--- src/rtl/mem_access_unit.sv ---
// mem_access_unit: MEM-stage initiator for a word-addressed data memory.
//   Byte/half/word loads and stores become word accesses. Sub-word stores use
//   read-modify-write, and loads are lane-extracted and then sign- or zero-extended.
//   Misaligned, out-of-range or reserved-size requests skip memory and report rsp_err.
// Ports:
//   clk, reset (async, active-low)
//   req_valid/req_ready handshake; req_we, req_size, req_signed, req_addr, req_wdata, req_pc
//   done/rsp_err/rsp_rdata response (done is a one-cycle pulse)
//   dm_MemWrite, dm_storeSig, dm_A, dm_WData, dm_PC, dm_addr to memory; dm_RData from memory
module mem_access_unit #(
    parameter int ADDR_W      = 10,
    parameter bit CHECK_ALIGN = 1'b1
) (
    input  logic              clk,
    input  logic              reset,
    input  logic              req_valid,
    output logic              req_ready,
    input  logic              req_we,
    input  logic [1:0]        req_size,
    input  logic              req_signed,
    input  logic [31:0]       req_addr,
    input  logic [31:0]       req_wdata,
    input  logic [31:0]       req_pc,
    output logic              done,
    output logic              rsp_err,
    output logic [31:0]       rsp_rdata,
    output logic              dm_MemWrite,
    output logic [3:0]        dm_storeSig,
    output logic [ADDR_W-1:0] dm_A,
    output logic [31:0]       dm_WData,
    output logic [31:0]       dm_PC,
    output logic [31:0]       dm_addr,
    input  logic [31:0]       dm_RData
);
    typedef enum logic [2:0] {IDLE, ERR, WR, RD, LD} state_t;
    state_t r_state, w_next;
    logic [31:0] r_addr, r_wdata, r_pc, r_merge, r_rdata;
    logic [1:0]  r_size;
    logic        r_signed, r_done, r_err;
    logic        w_err;
    logic [31:0] w_addr_al, w_wsh, w_rsh, w_mask, w_ld;
    logic [3:0]  w_lanes;

    assign w_err = (req_size == 2'b11)
                || (CHECK_ALIGN && ((req_size == 2'b01 && req_addr[0])
                                 || (req_size == 2'b10 && req_addr[1:0] != 2'b00)))
                || (req_addr[31:ADDR_W+2] != '0);
    // With alignment checking off, the low address bits are dropped so the access is aligned.
    assign w_addr_al = CHECK_ALIGN ? req_addr
                     : {req_addr[31:2], req_size == 2'b10 ? 2'b00
                                      : req_size == 2'b01 ? {req_addr[1], 1'b0}
                                      : req_addr[1:0]};

    assign w_lanes = r_size == 2'b10 ? 4'b1111
                   : r_size == 2'b01 ? (r_addr[1] ? 4'b1100 : 4'b0011)
                   : 4'b0001 << r_addr[1:0];
    assign w_mask  = {{8{w_lanes[3]}}, {8{w_lanes[2]}}, {8{w_lanes[1]}}, {8{w_lanes[0]}}};
    assign w_wsh   = r_wdata << {r_addr[1:0], 3'b000};
    assign w_rsh   = dm_RData >> {r_addr[1:0], 3'b000};
    assign w_ld    = r_size == 2'b00 ? {{24{r_signed & w_rsh[7]}}, w_rsh[7:0]}
                   : r_size == 2'b01 ? {{16{r_signed & w_rsh[15]}}, w_rsh[15:0]}
                   : w_rsh;

    always_ff @(posedge clk or negedge reset) begin
        if (!reset) r_state <= IDLE;
        else        r_state <= w_next;
    end

    always_comb begin
        w_next = IDLE;
        if (r_state == IDLE)
            w_next = !req_valid ? IDLE
                   : w_err ? ERR
                   : !req_we ? LD
                   : req_size == 2'b10 ? WR : RD;
        else if (r_state == RD)
            w_next = WR;
    end

    always_comb begin
        req_ready   = r_state == IDLE;
        dm_MemWrite = r_state == WR;
        dm_storeSig = r_state == WR ? w_lanes : 4'b0000;
    end

    always_ff @(posedge clk or negedge reset) begin
        if (!reset) begin
            r_addr   <= '0;
            r_wdata  <= '0;
            r_pc     <= '0;
            r_size   <= '0;
            r_signed <= 1'b0;
            r_merge  <= '0;
            r_rdata  <= '0;
            r_done   <= 1'b0;
            r_err    <= 1'b0;
        end else begin
            r_done <= r_state == WR || r_state == LD || r_state == ERR;
            r_err  <= r_state == ERR;
            if (r_state == LD) r_rdata <= w_ld;
            else if (r_state == WR || r_state == ERR) r_rdata <= '0;
            if (r_state == RD) r_merge <= dm_RData;
            if (r_state == IDLE && req_valid) begin
                r_addr   <= w_addr_al;
                r_wdata  <= req_wdata;
                r_pc     <= req_pc;
                r_size   <= req_size;
                r_signed <= req_signed;
            end
        end
    end

    assign done      = r_done;
    assign rsp_err   = r_err;
    assign rsp_rdata = r_rdata;
    assign dm_A      = r_addr[ADDR_W+1:2];
    assign dm_addr   = {r_addr[31:2], 2'b00};
    assign dm_PC     = r_pc;
    // Word stores have a full lane mask, so the stale merge register never leaks into them.
    assign dm_WData  = (r_merge & ~w_mask) | (w_wsh & w_mask);
endmodule

--- config.mk ---
export PLATFORM = sky130hd
export DESIGN_NAME = mem_access_unit
export DESIGN_NICKNAME = d
export VERILOG_FILES = /design/src/rtl/mem_access_unit.sv
export SDC_FILE = /design/constraint.sdc
export NUM_CORES = 1
export LEC_CHECK = 0
export CORE_MARGIN = 2
export CORE_UTILIZATION = 40
export DETAILED_ROUTE_END_ITERATION = 8
export PLACE_DENSITY_LB_ADDON = 0.12
export SLEW_MARGIN = 10
export SYNTH_ARGS = -nofsm -noshare
export SYNTH_HDL_FRONTEND = slang
export SYNTH_SLANG_ARGS = --single-unit
export TNS_END_PERCENT = 30
--- constraint.sdc ---
create_clock -name clk -period 4 [get_ports clk]
set_input_delay 0.4 -clock clk [delete_from_list [all_inputs] [get_ports clk]]
set_output_delay 0.4 -clock clk [all_outputs]
set_load 0.02 [all_outputs]
**After elaboration in Yosys (flattened, before gate mapping)**

Cells that the tools add are included.

- Reductions and logical operators: 14
- Bitwise logic cells: 6
- Equal/unequal tests: 9
- Shift-type cells: 3
- Mux-type cells: 14

Operator list:

| operator | count |
|---|---|
| $mux 32 | 4 |
| $and 32x32->32 | 2 |
| $not 32->32 | 1 |
| $or 32x32->32 | 1 |
| $shl 32x5->32 | 1 |
| $shr 32x5->32 | 1 |
| $reduce_bool 20->1 | 1 |
| $mux 4 | 4 |
| $mux 3 | 4 |
| $eq 2x2->1 const B | 3 |
| $eq 3x2->1 const B | 2 |
| $logic_or 1x1->1 | 6 |
| $eq 2x1->1 const B | 2 |
| $reduce_bool 2->1 | 2 |
| $shl 1x2->4 const A | 1 |
| $eq 3x1->1 const B | 1 |
| $eq 3x3->1 const B | 1 |
| $logic_and 1x1->1 | 3 |
| $logic_not 3->1 | 1 |
| $and 1x1->1 | 2 |
| $logic_not 2->1 | 1 |
| $mux 2 | 1 |
| $mux 1 | 1 |

- Word-level logic and storage cells: 56
- Flip-flop bits (word level): 168

**Depth between registers and ports, before layout**

- Depth after elaboration: 8
- Gate-level depth with buffers: 8
- Mapped depth without buffers: 4

**Least setup slack after synthesis**

Ideal clock, no wire load.

- Path type: reg2out
- From: register r_addr[0]
- To: output port dm_WData[0]
- Stages on the path, launching flop included: 6
- Required time: 3600 ps
- Path slack: 2114 ps
- Path buffers: 3
- Arrival: 1486 ps
- Path through: dfrtp_1 > buf_6 > buf_2 > clkbuf_1 > nor2_1 > a22o_1

- Longest elaborated chain between the ends: 6
- Elaborated cells between the ends (all ways): 8
- Classes of those cells: shift (2); mux (2); bitwise (4)

RTL lines:

| item | line | source |
|---|---|---|
| start, declared | 37 | `logic [31:0] r_addr, r_wdata, r_pc, r_merge, r_rdata;` |
| start signal, assigned | 104 | `r_addr <= w_addr_al;` |
| parallel branches: the longest is 5 deep, another holds $shl 32x5->32 | -- |  |
| $or 32x32->32 * | 120 | `assign dm_WData = (r_merge & ~w_mask) \| (w_wsh & w_mask);` |
| end, declared | 30 | `output logic [31:0] dm_WData,` |

Every way passes the cells marked *.

**Final worst setup path**

- From: register r_addr[1]
- To: output port dm_WData[18]

- Longest elaborated chain between the ends: 6
- Elaborated cells between the ends (all ways): 9
- Classes of those cells: shift (2); mux (3); bitwise (4)

RTL lines:

| item | line |
|---|---|
| parallel branches: the longest is 5 deep, another holds $shl 32x5->32 | -- |
| $or 32x32->32 * | 120 |

Marked as above.

==> summary.md <==
Sequential elements use 52.05% of the synthesized area. Power spread over the standard cell area amounts to 433.2 nW/um^2. The hold slack came out at 0.02107 ns. In this run the post-CTS setup repair buffer count came out at 0. No sink is reached through more buffers than the 2 on the longest clock path. The tools report the post-route antenna net violation count as 0.

The run gives 1 as the initial antenna violation count. The finished layout holds 1326 standard cells, fillers aside. The share of synthesized area in the top cell type comes to 52.05%.

The floorplan has 51 rows. The final-report hold violation count was 0. For the tightest slew margin relative to the limit, the log shows 25.84%. The worst path buffer plus inverter count works out to 1.

Summed over all layers, the global routing overflow is 0. In the global route stage, overall resource usage came out at 23.19%. The cell count after placement was 1294; the initial core utilization was 41.09%. Clock tree synthesis found a total of 168 sinks. The routed layout has 6521 vias.

For the total number of H-tree levels, the log shows 4. In this run the static leakage power is 5.136 nW. The number of iterations in the first detailed-routing pass is 5, and the cell count after synthesis is 837. The synthesis-to-layout area growth is 39.35%. The floorplan step set the die width to 146.1 microns. Worst-margin pin slew: 1.104 ns. Type of the worst setup path: reg -> out. Broken down by cell family, the worst path's largest delay share belongs to flip-flops. The worst hold-check path type is in -> async. The largest net degree at the start of global routing came out at 100. The tools report the nature of the critical path startpoint as a register. The count of yosys warnings during synthesis was 0; the number of register bits inferred by synthesis was 168. Adding up every negative setup slack in the final design gives 0 ns. Global-route layer with the greatest usage: met2. After the first detailed-routing iteration, the DRC count stood at 369. The count of inserted antenna diode cells was 0; the die area was 21340 sq um. Summing internal, switching and leakage power gives 0.004875 W.

The final layout contains routed wiring with a total length of 24510 microns. After detailed routing, the average wire length per cell comes to 18.49 microns. The number of vias per cell after detailed routing is 4.918.

The final worst-path cycle share came out at 84.52%. The tools report the max-cap violation count as 0. The type of destination of the critical path was a primary output. TritonCTS built the clock tree.

The flow ran to the end, and the final reports show no timing, DRC or antenna violations. By area the synthesized netlist is led by dfrtp_1 52%, nand2_1 15%, mux2_2 9.1%. The met1 capacity usage during global routing is 30.29%. Setup repair after global routing left no endpoint under its margin.

The post-synthesis average cell area works out to 9.649 sq um. Traced cell by cell, the critical path runs through and2b_1 -> nand2_1 -> o21ai_0 -> mux2_2 -> clkdlybuf4s50_1. For the worst-skew pair, the clock arrives at the later sink with an insertion delay of 0.43 ns.

Synthesized cell area: 8076 sq um. The first global-routing pass estimated 38460 microns of wire. The congestion estimate from routability-driven global placement came to 0.9058. At the worst endpoint, the required time is 3.60 ns. After clock tree synthesis, the flow added hold-fix buffers numbering 0. The tools report the number of design rule violations left after detail routing as 0. The post-cts gate resize count was 0; the highest ir drop seen on vdd was 0.3061 mV. Detailed placement finished with a half-perimeter wire length of 17710 microns.

The largest total area in the synthesized netlist belongs to dfrtp_1. The total area inside the core boundary comes to 19650 sq um. After detailed placement, the total cell area comes to 10700 sq um. The via count of the first global-routing pass is 6664, and the largest fanout on the critical path is 47. In the final layout, the share of cells above drive strength 1 is 10.74%.

The final-report max-slew violation count is 0. Summing all non-filler instances in the final layout gives an area of 11250 sq um. The cell at the root of the clock tree was clkbuf_16. Setup violations remaining at the end of the flow were counted as 0.

In this run the count of I/O pins placed on the die edge is 281. For the met2 track demand over resource, the log shows 37.08%. Counting the buffers created by CTS gives 17. For the clock skew after layout, the log shows 0.01081 ns.

Post-route minimum period: 3.381 ns. Timing would allow up to 295.8 MHz. The data arrival time of the critical path was 2.98 ns; the number of I/O port buffers was 278. On the critical path, the stage with the largest delay is an instance of dfrtp_2.

Yosys mapped the design onto 41 distinct sky130hd cell types. For this run, global-route usage on met3 was measured as 8.219%. For this run, the post-layout net count is 1183.

In this design, the stage delay of the slowest critical-path cell is 0.98 ns. From bottom edge to top edge, the die measures 146.1 microns. The clock transition at the registers of the reported paths was 0.07 ns.
## layer usage
layer  routed length [microns]  part of all wire, %
met5                        13                0.053
met4                       325                  1.3
met3                      1950                  8.0
met2                     11670                   48
met1                     10560                   43
## power by group
part	internal (W)	total (W)	switching (W)
clock network	0.000868	0.00157	0.000700
registers	0.00185	0.00200	0.000155
logic	0.000632	0.00130	0.000672
## final timing paths
check / start / endpoint / slack (ns) / cells after the start
setup reg to reg: r_addr[1] / rsp_rdata[16] / 1.26 / 5
min in group clk: dm_PC[17] / dm_PC[17] / 0.47 / 2
max in group asynchronous: reset / r_addr[0] / 3.05 / 2
hold / removal: reset / r_wdata[12] / 0.02 / 1
setup / recovery: r_addr[1] / dm_WData[18] / 0.62 / 5
hold reg to reg: dm_PC[17] / dm_PC[17] / 0.47 / 2
## cells in the mapped netlist (all sizes together)
master / number
and2: 2
mux2: 66
o21ai: 31
or4: 2
mux2i: 30
clkbuf: 23
nor2: 24
nand2: 314
a22o: 16
a311oi: 1
a211oi: 8
nand3: 3
or3b: 1
nor4: 4
a32o: 1
conb: 1
nor2b: 9
nor3: 4
mux4: 1
o211ai: 1
nor3b: 1
a21oi: 27
o21a: 1
and2b: 1
buf: 70
xor2: 2
dfrtp: 168
nand4: 1
nand3b: 1
inv: 5
a221o: 17
nand2b: 1
## stage by stage
stage	utilization [%]	setup WS [ns]
floorplan	-	2.114
global placement	54.42	1.106
detailed placement	54.42	1.083
CTS	57.26	0.6209
global route	57.26	0.4348
finish	57.26	0.6191
## flip-flops by register name, summed over array words and instances, names as in the netlist
name	cells
dm_PC	32
r_addr	32
r_merge	32
r_wdata	32
rsp_rdata	32
r_state	3
r_size	2
done	1
r_signed	1
rsp_err	1
## final cells by class
class / count / area, sq um
fill: 1783 / 8399
inverter: 5 / 18.77
tap: 265 / 331.6
clock inverter: 12 / 122.6
timing repair buffer: 284 / 2841
sequential: 168 / 4207
clock buffer: 20 / 436.7
multi-input combinational: 572 / 3297
## cells by family (layout without fill, tap and decap cells)
group | count (synthesis) | count (layout) | share of synthesized area [%]
and+or+nand+nor | 368 | 368 | 18.23
buffers and inverters | 98 | 321 | 7.343
other | 1 | 2 | 0.04643
DFF | 168 | 168 | 52.05
muxes | 97 | 97 | 13.20
AOI/OAI and AO/OA | 103 | 103 | 8.908
xor gates and xnor gates | 2 | 2 | 0.2169
## worst register-to-register path: cells and delay by family, from the launching register on
family / cells / cell delay (ns)
AOI/OAI and AO/OA: 2 / 0.99
buffers and inverters: 1 / 0.40
DFF: 1 / 0.98
muxes: 1 / 0.22
and+or+nand+nor: 1 / 0.10
## cell usage in the layout (no fill, tap or decap), types with 2 or more instances in the layout
| cell | n |
|---|---|
| a21oi_1 | 26 |
| conb_1 | 2 |
| nand3_1 | 2 |
| dfrtp_1 | 166 |
| nor2_1 | 24 |
| or4_1 | 2 |
| mux2_2 | 65 |
| clkbuf_1 | 3 |
| nor2b_1 | 9 |
| clkinv_4 | 6 |
| clkbuf_16 | 17 |
| a211oi_1 | 8 |
| o21ai_1 | 3 |
| o21ai_2 | 2 |
| dfrtp_2 | 2 |
| a221o_1 | 17 |
| o21ai_0 | 26 |
| clkinvlp_4 | 2 |
| a22o_1 | 16 |
| nor3_1 | 3 |
| inv_1 | 5 |
| clkdlybuf4s50_1 | 277 |
| nand2_1 | 313 |
| mux2i_1 | 30 |
| xor2_1 | 2 |
| nor4_1 | 4 |
| buf_4 | 5 |
(Power assumes the default switching activity.)
